--- src/rtl/led_snake_pattern_ctrl.sv ---
// led_snake_pattern_ctrl: animation sequencer for the 8-LED WS2812 stripe driver.
// Renders a moving snake (full-colour head, half-brightness tail) into the
// driver's eight frame words, advancing once every STEP_DIV frame requests.
//
// Ports:
//   clk, rst              - system clock, asynchronous active-high reset
//   new_frames_set_rqst   - driver request level; only its rising edge is used
//   start / stop          - one-cycle control pulses (stop wins over start)
//   color, len, dir,      - head colour, snake length, initial direction,
//   bounce                  wrap (0) / bounce (1) mode; latched on start
//   led0..led7            - registered frame words to the driver
//   head_pos              - current head register
//   busy                  - high from accepted start until the blanking frame
//   frame_update          - one-cycle pulse in the cycle the ledN words change
module led_snake_pattern_ctrl #(
   parameter int unsigned STEP_DIV = 4
) (
   input  logic        clk,
   input  logic        rst,
   input  logic        new_frames_set_rqst,
   input  logic        start,
   input  logic        stop,
   input  logic [23:0] color,
   input  logic [3:0]  len,
   input  logic        dir,
   input  logic        bounce,
   output logic [23:0] led0,
   output logic [23:0] led1,
   output logic [23:0] led2,
   output logic [23:0] led3,
   output logic [23:0] led4,
   output logic [23:0] led5,
   output logic [23:0] led6,
   output logic [23:0] led7,
   output logic [2:0]  head_pos,
   output logic        busy,
   output logic        frame_update
);

   localparam int unsigned NLED = 8;
   localparam int unsigned CW   = 24;
   localparam int unsigned DIVW = 16;
   localparam int unsigned HW   = 3;
   localparam int unsigned LW   = 4;
   localparam logic [DIVW-1:0] DIV_LAST = DIVW'(STEP_DIV - 1);

   typedef enum logic [1:0] {
      ST_IDLE  = 2'd0,
      ST_RUN   = 2'd1,
      ST_DRAIN = 2'd2
   } state_t;

   state_t          state_q;
   logic            rqst_q;        // delayed request level for edge detection
   logic [CW-1:0]   color_q;
   logic [LW-1:0]   len_q;         // clamped to 1..8
   logic            mov_dn_q;
   logic            bounce_q;
   logic [HW-1:0]   head_q;
   logic [DIVW-1:0] div_cnt_q;
   logic [CW-1:0]   led_q [NLED];
   logic            busy_q;
   logic            frame_update_q;

   logic            req_e_c;
   logic [LW-1:0]   len_clamp_c;
   logic [CW-1:0]   frame_d [NLED];
   logic [HW-1:0]   head_adv_d;
   logic            mov_dn_adv_d;

   // One LED of the frame. The 4-bit difference carries the modulo-8 distance
   // in its low bits and, in bounce mode, the sign (LED ahead of head) in bit 3.
   function automatic logic [CW-1:0] render_led(
      input logic [HW-1:0] idx,
      input logic [HW-1:0] head,
      input logic          dn,
      input logic          bnc,
      input logic [LW-1:0] ln,
      input logic [CW-1:0] c
   );
      logic [LW-1:0] d_s;
      logic          lit;
      d_s = dn ? ({1'b0, idx} - {1'b0, head}) : ({1'b0, head} - {1'b0, idx});
      lit = ({1'b0, d_s[HW-1:0]} < ln) && !(bnc && d_s[LW-1]);
      if (!lit) begin
         render_led = '0;
      end else if (d_s[HW-1:0] == '0) begin
         render_led = c;
      end else begin
         render_led = (c >> 1) & 24'h7F7F7F;
      end
   endfunction

   assign req_e_c = new_frames_set_rqst & ~rqst_q;

   // Length clamp: 0 behaves as 1, anything above 8 as 8.
   always_comb begin
      len_clamp_c = len;
      if (len == '0) begin
         len_clamp_c = LW'(1);
      end else if (len > LW'(NLED)) begin
         len_clamp_c = LW'(NLED);
      end
   end

   // Frame rendered from the current head and direction.
   always_comb begin
      for (int unsigned i = 0; i < NLED; i++) begin
         frame_d[i] = render_led(HW'(i), head_q, mov_dn_q, bounce_q, len_q, color_q);
      end
   end

   // Next head position and direction after one step.
   always_comb begin
      head_adv_d   = head_q;
      mov_dn_adv_d = mov_dn_q;
      if (!bounce_q) begin
         head_adv_d = mov_dn_q ? head_q - HW'(1) : head_q + HW'(1);
      end else if (!mov_dn_q) begin
         if (head_q == HW'(NLED - 1)) begin
            mov_dn_adv_d = 1'b1;
            head_adv_d   = HW'(NLED - 2);
         end else begin
            head_adv_d = head_q + HW'(1);
         end
      end else begin
         if (head_q == '0) begin
            mov_dn_adv_d = 1'b0;
            head_adv_d   = HW'(1);
         end else begin
            head_adv_d = head_q - HW'(1);
         end
      end
   end

   // Sequencer FSM with registered outputs.
   always_ff @(posedge clk or posedge rst) begin
      if (rst) begin
         state_q        <= ST_IDLE;
         rqst_q         <= 1'b0;
         color_q        <= '0;
         len_q          <= LW'(1);
         mov_dn_q       <= 1'b0;
         bounce_q       <= 1'b0;
         head_q         <= '0;
         div_cnt_q      <= '0;
         led_q          <= '{default: '0};
         busy_q         <= 1'b0;
         frame_update_q <= 1'b0;
      end else begin
         rqst_q         <= new_frames_set_rqst;
         frame_update_q <= 1'b0;
         case (state_q)
            ST_IDLE: begin
               if (start && !stop) begin
                  color_q   <= color;
                  len_q     <= len_clamp_c;
                  mov_dn_q  <= dir;
                  bounce_q  <= bounce;
                  head_q    <= dir ? HW'(NLED - 1) : '0;
                  div_cnt_q <= '0;
                  busy_q    <= 1'b1;
                  state_q   <= ST_RUN;
               end
            end
            ST_RUN: begin
               if (req_e_c) begin
                  led_q          <= frame_d;
                  frame_update_q <= 1'b1;
                  if (div_cnt_q == DIV_LAST) begin
                     div_cnt_q <= '0;
                     head_q    <= head_adv_d;
                     mov_dn_q  <= mov_dn_adv_d;
                  end else begin
                     div_cnt_q <= div_cnt_q + DIVW'(1);
                  end
               end
               if (stop) begin
                  state_q <= ST_DRAIN;
               end
            end
            ST_DRAIN: begin
               // Last frame is held until the next request, then blanked.
               if (req_e_c) begin
                  led_q          <= '{default: '0};
                  frame_update_q <= 1'b1;
                  busy_q         <= 1'b0;
                  head_q         <= '0;
                  div_cnt_q      <= '0;
                  state_q        <= ST_IDLE;
               end
            end
            default: begin
               state_q <= ST_IDLE;
            end
         endcase
      end
   end

   assign led0         = led_q[0];
   assign led1         = led_q[1];
   assign led2         = led_q[2];
   assign led3         = led_q[3];
   assign led4         = led_q[4];
   assign led5         = led_q[5];
   assign led6         = led_q[6];
   assign led7         = led_q[7];
   assign head_pos     = head_q;
   assign busy         = busy_q;
   assign frame_update = frame_update_q;

endmodule

--- config.mk ---
export PLATFORM = sky130hd
export DESIGN_NAME = led_snake_pattern_ctrl
export DESIGN_NICKNAME = d
export VERILOG_FILES = /design/src/rtl/led_snake_pattern_ctrl.sv
export SDC_FILE = /design/constraint.sdc
export NUM_CORES = 1
export LEC_CHECK = 0
export BUFFER_PORTS_ARGS = -buffer_cell sky130_fd_sc_hd__buf_2
export CORE_ASPECT_RATIO = 0.8
export CORE_MARGIN = 2
export CORE_UTILIZATION = 30
export CTS_CLUSTER_SIZE = 40
export DETAILED_ROUTE_END_ITERATION = 7
export PLACE_DENSITY = 0.54
export SLEW_MARGIN = 5
export SYNTH_ARGS = -nofsm -noshare
export SYNTH_HDL_FRONTEND = slang
export SYNTH_SLANG_ARGS = --single-unit
export TNS_END_PERCENT = 5
--- constraint.sdc ---
create_clock -name clk -period 8.6 [get_ports clk]
set_input_delay 1.29 -clock clk [delete_from_list [all_inputs] [get_ports clk]]
set_output_delay 1.29 -clock clk [all_outputs]
set_load 0.05 [all_outputs]
# Yosys cells after proc, flatten, opt, wreduce, memory -nomap -nowiden
# Cells that the tools add are included.
[totals]
regBits = 246
out_inout_bits = 197
wordCells = 168
[classes]
add_sub_neg = 18
magnitude_cmp = 9
eq_ne = 10
muxes = 62
n_bitwise = 2
n_reduce_logical = 49
[op_table]
columns = ["op", "count"]
rows = [
  ["two-way mux 192 bit", 2],
  ["two-way mux 24 bit", 16],
  ["case mux 192 bit (2 select lines)", 1],
  ["two-way mux 16 bit", 4],
  ["case mux 16 bit (3 select lines)", 1],
  ["two-way mux 4 bit", 10],
  ["< comparator 3 x 4 -> 1 bit", 8],
  ["two-way mux 3 bit", 10],
  ["logical NOT 3 bit", 9],
  ["logical AND 1 bit", 17],
  ["adder 16 x 1 -> 16 bit, second input constant", 1],
  ["equality test 16 x 2 -> 1 bit, second input constant", 1],
  ["subtractor 3 x 3 -> 4 bit, first input constant", 4],
  ["subtractor 3 x 3 -> 4 bit, second input constant", 4],
  ["!= test 2 bit, second input constant", 6],
  ["two-way mux 1 bit", 11],
  ["AND reduction 5 bit", 2],
  ["logical NOT 1 bit", 9],
  ["case mux 3 bit (3 select lines)", 1],
  ["AND reduction 3 bit", 3],
  ["subtractor 1 x 3 -> 4 bit, first input constant", 2],
  ["subtractor 2 x 3 -> 4 bit, first input constant", 2],
  ["subtractor 3 x 2 -> 4 bit, second input constant", 2],
  ["two-way mux 2 bit", 3],
  ["18 further kinds", 21],
]

# Logic depth before layout (Yosys ltp)
[logic_depth]
depth_word = 8
mapped_depth = 13
ltp_nobuf = 11

# Worst setup path after synthesis
# OpenSTA, ideal clock, no wires.
[synth_path]
path_kind = "register to register"
start = "reg head_q[0], in the netlist head_pos[0]"
end = "reg led_q, in the netlist led1[14]"
setup_time_ns = 0.135
arrival_time_ns = 2.894
required_ns = 8.465
slack_ns = 5.570
stages_incl_launch_ff = 14
n_path_buf = 2
period_less_slack_ns = 3.030
cell_sequence = "dfrtp_1 buf_2 inv_1 ha_1 ha_1 inv_1 mux2i_4 inv_2 ha_1 a21oi_1 a21o_1 nand3_1 clkbuf_1 o21ai_0"
[synth_between]
elab_chain_len = 8
elab_cells_between_ends = 12
cone_classes = "add/sub: 2; order compare: 1; mux: 5; reduce/logical: 4"
[synth_rtl]
columns = ["element", "line_no", "rtl"]
rows = [
  ["from (decl)", "59", "logic [HW-1:0] head_q;"],
  ["from (signal assigned)", "160", "head_q <= dir ? HW'(NLED - 1) : '0;"],
  ["from (signal assigned)", "172", "head_q <= head_adv_d;"],
  ["subtractor 3 x 1 -> 4 bit / subtractor 1 x 3 -> 4 bit (equally long branches)", "83", "d_s = dn ? ({1'b0, idx} - {1'b0, head}) : ({1'b0, head} - {1'b0, idx});"],
  ["two-way mux 4 bit (*)", "83", ""],
  ["parallel branches: the longest is 3 deep, another holds < comparator 3 x 4 -> 1 bit", "-", ""],
  ["two-way mux 24 bit (*)", "85", "if (!lit) begin"],
  ["two-way mux 192 bit (*)", "167", "if (req_e_c) begin"],
  ["case mux 192 bit (2 select lines) (*)", "153", "case (state_q)"],
  ["to (signal assigned)", "168", "led_q <= frame_d;"],
  ["to (decl)", "61", "logic [CW-1:0] led_q [NLED];"],
]
# Mark *: on every way between the ends. The select of a mux whose other input is x is not followed.
# A chain may end at the register's enable or synchronous reset.

# Worst setup path after layout
[layout_path]
start = "reg head_q[0], in the netlist head_pos[0]"
end = "reg led_q, in the netlist led1[0]"
# Same word-level chain as after synthesis.

==> metrics.md <==
| Metric | Value |
|---|---|
| Status | finished clean |
| Clock slew at reported path FFs | 0.06 ns |
| CP Capture Type | flip-flop |
| Final min period | 3.65 ns |
| Critical Path Max Stage Delay | 0.65 ns |
| Layout net count | 1,436 |
| Slowest-stage cell, CP | nand3_1 |
| WL/cell | 20.9 microns |
| Port bufs | 231 |
| Synth area leaders | dfrtp_1 50%, mux2i_1 14%, nand2_1 6.8% |
| HP Class | reg2reg |
| CP max FO | 21 |
| Hpwl dp | 26,400 microns |
| Mapped Cells | 1,214 |
| Initial Utilization | 30.4% |
| Routed WL | 40,500 microns |
| CP Launch Type | flip-flop |
| XOR/XNOR share of the synthesized area | 0% |
| Family with the most delay on the worst path | adder cells |
| Initial DRT Pass Iterations | 7 |
| Post-Synth Adder-Cell Area | 3.04% |
| Width of the die | 231 microns |
| Layout cells sized above 1 | 24.2% |
| Synthesized Nets | 1,279 |
| Synth top area share | 49.7% |
| First-pass GRT wire length | 60,900 microns |
| Drt drc | 0 |
| Num rows | 66 |
| Clock Latency Late Sink | 0.56 ns |
| DR iter-0 viols | 786 |
| Area delta synth->final | 17.7% |
| DR vias | 9,692 |
| Worst slew pin tran | 1.17 ns |
| # IOs | 232 |
| ANT nets after route | 0 |
| Synth Area in Compound Gates | 12.8% |
| FMAX | 0.274 GHz |
| Crit share post-route | 42.4% |
| Post-synthesis sequential area ratio | 49.9% |
| Synth Area in Simple Gates | 11.6% |
| Vias per cell | 5.01 |
| Slew margin rel. | 21.4% |
| WP data required | 9.04 ns |
| Final setup viols | 0 |
| Post-synthesis cell type count | 58 |
| Initial antenna violation count | 0 |
| Leading area contributor after synthesis | dfrtp_1 |
| Post-synth EDFFs | 0 |
| Vias in the first global route | 9,589 |
| Root buf cell | clkbuf_16 |
| Arr. time, crit path | 4.09 ns |
| Gr usage total | 18.8% |
| CTS tree | done |
| Async S/R FF share, synth | 100% |
| Setup TNS | 0 ns |
| Most instantiated library cell after synthesis | dfrtp_1 |
| Buf/Inv on CP | 3 |
| Post-CTS sizing | 0 |
| Core box area | 0.0406 sq mm |
| Worst path most repeated cell | ha_1 |
| Path type of the worst setup path | reg2reg |
| Post-CTS Repair Setup Buffers | 0 |
| Final hold vios | 0 |
| Clock skew | 0.0181 ns |
| CTS buffer count | 29 |
| Final Max Tran Viols | 0 |
| Post-synthesis mux area share | 16.7% |
| Ys Warns | 0 |
| Max Cap Viol | 0 |
| Die area | 0.0428 sq mm |
| Die height | 185 microns |
| #FFs+latches synth | 246 |
| Worst-path cell chain | inv_1, ha_1, ha_1, inv_1, mux2i_4, inv_2, ha_1, a21oi_1, a21o_1, nand3_1, o21ai_0 |
| Synth top cells by count | 245 x dfrtp_1, 223 x nand2_1, 169 x mux2i_1 |
| Largest net degree at the start of global routing | 195 |
| CTS Hold Bufs | 0 |
| Unrepaired setup endpoints after global routing | no |
| N_diodes | 0 |
| Gpl congestion | 0.872 |
| Synth Flop Type | dfrtp_1 |
| Post-Syn Area | 0.0123 sq mm |
| H-tree depth reported by CTS | 1 |
| Sink Count | 246 |
| Maximum buffer depth of the clock tree | 3 |
| Synthesized area per cell | 10.2 sq um |
| GRT overflow | 0 |
| Largest family of logic cells by synthesized area | multiplexers |
-- registers in the layout, indices dropped and copies added (netlist names), 3 cells and up --
name,flops
led2,24
led7,24
led0,24
div_cnt_q,16
led3,24
led1,24
led4,24
led5,24
len_q,4
led6,24
color_q,24
head_pos,3
-- routing by layer --
metal / vias to the layer above / GRT usage [%] / part of all wire (%)
met5: - / 0 / 0
met4: 0 / 6.01 / 3.2
met3: 63 / 3.36 / 5.2
met2: 315 / 29.9 / 45
met1: 4813 / 25.9 / 46
li1: 4501 / - / -
-- cell type report --
type,count,area (sq um)
clock buffers,41,821
clock inverters,10,88.8
fillers,4197,26100
inverters,21,86.3
multi-input cells,833,5450
flip-flops and latches,246,6160
well taps,544,681
repair buffers,240,1240
-- metrics by stage --
step	setup slack (ns)	instance area, sq um	instances	hold WS [ns]	util [%]
2_1_floorplan	0.553	12300	1214	0.450	-
3_3_place_gp	5.09	13600	1884	0.459	33.5
3_5_place_dp	4.95	13600	1884	0.464	33.5
4_1_cts	4.95	14500	1935	0.478	35.7
5_1_grt	4.61	14500	1935	0.494	35.7
6_report	4.95	14500	1935	0.470	35.7
-- final timing paths --
kind / startpoint / endpoint / slack (ns) / depth (start not counted)
setup / recovery: head_pos[0] / led1[0] / 4.95 / 11
min in group asynchronous: rst / color_q[4] / 0.86 / 2
hold reg to reg: led2[7] / led2[7] / 0.47 / 2
setup reg to reg: head_pos[0] / led1[0] / 4.95 / 11
max in group asynchronous: rst / len_q[3] / 6.12 / 3
hold / removal: led2[7] / led2[7] / 0.47 / 2
-- tightest hold or removal path: stages (launching register included) --
cell and delay, ns:
dfrtp_1 0.33, nand2_1 0.05, o31ai_1 0.05
-- cell families (layout without fill, tap and decap cells) --
| group | count (synthesis) | in the layout |
|---|---|---|
| mux | 200 | 200 |
| compound gates | 278 | 278 |
| flops | 246 | 246 |
| simple gates | 325 | 325 |
| fa+ha+maj | 30 | 30 |
| buf+inv | 135 | 312 |
-- layout by cell type, fill, tap and decap left out, types with 7 or more instances in the layout --
| cell type | n |
|---|---|
| nor2_1 | 20 |
| inv_1 | 18 |
| nand2b_1 | 9 |
| mux2_2 | 29 |
| ha_1 | 30 |
| buf_2 | 231 |
| a31oi_1 | 9 |
| buf_4 | 8 |
| a21o_1 | 8 |
| nand2_1 | 223 |
| and3_1 | 8 |
| mux2i_1 | 169 |
| a21oi_1 | 24 |
| nand3_1 | 24 |
| clkbuf_1 | 7 |
| dfrtp_1 | 245 |
| o21ai_0 | 101 |
| a32o_1 | 7 |
| and2_1 | 8 |
| o21ai_1 | 99 |
| clkbuf_16 | 29 |
Power is not shown: default switching activity piles up to over one toggle a cycle in this logic, so the estimate is an artifact.
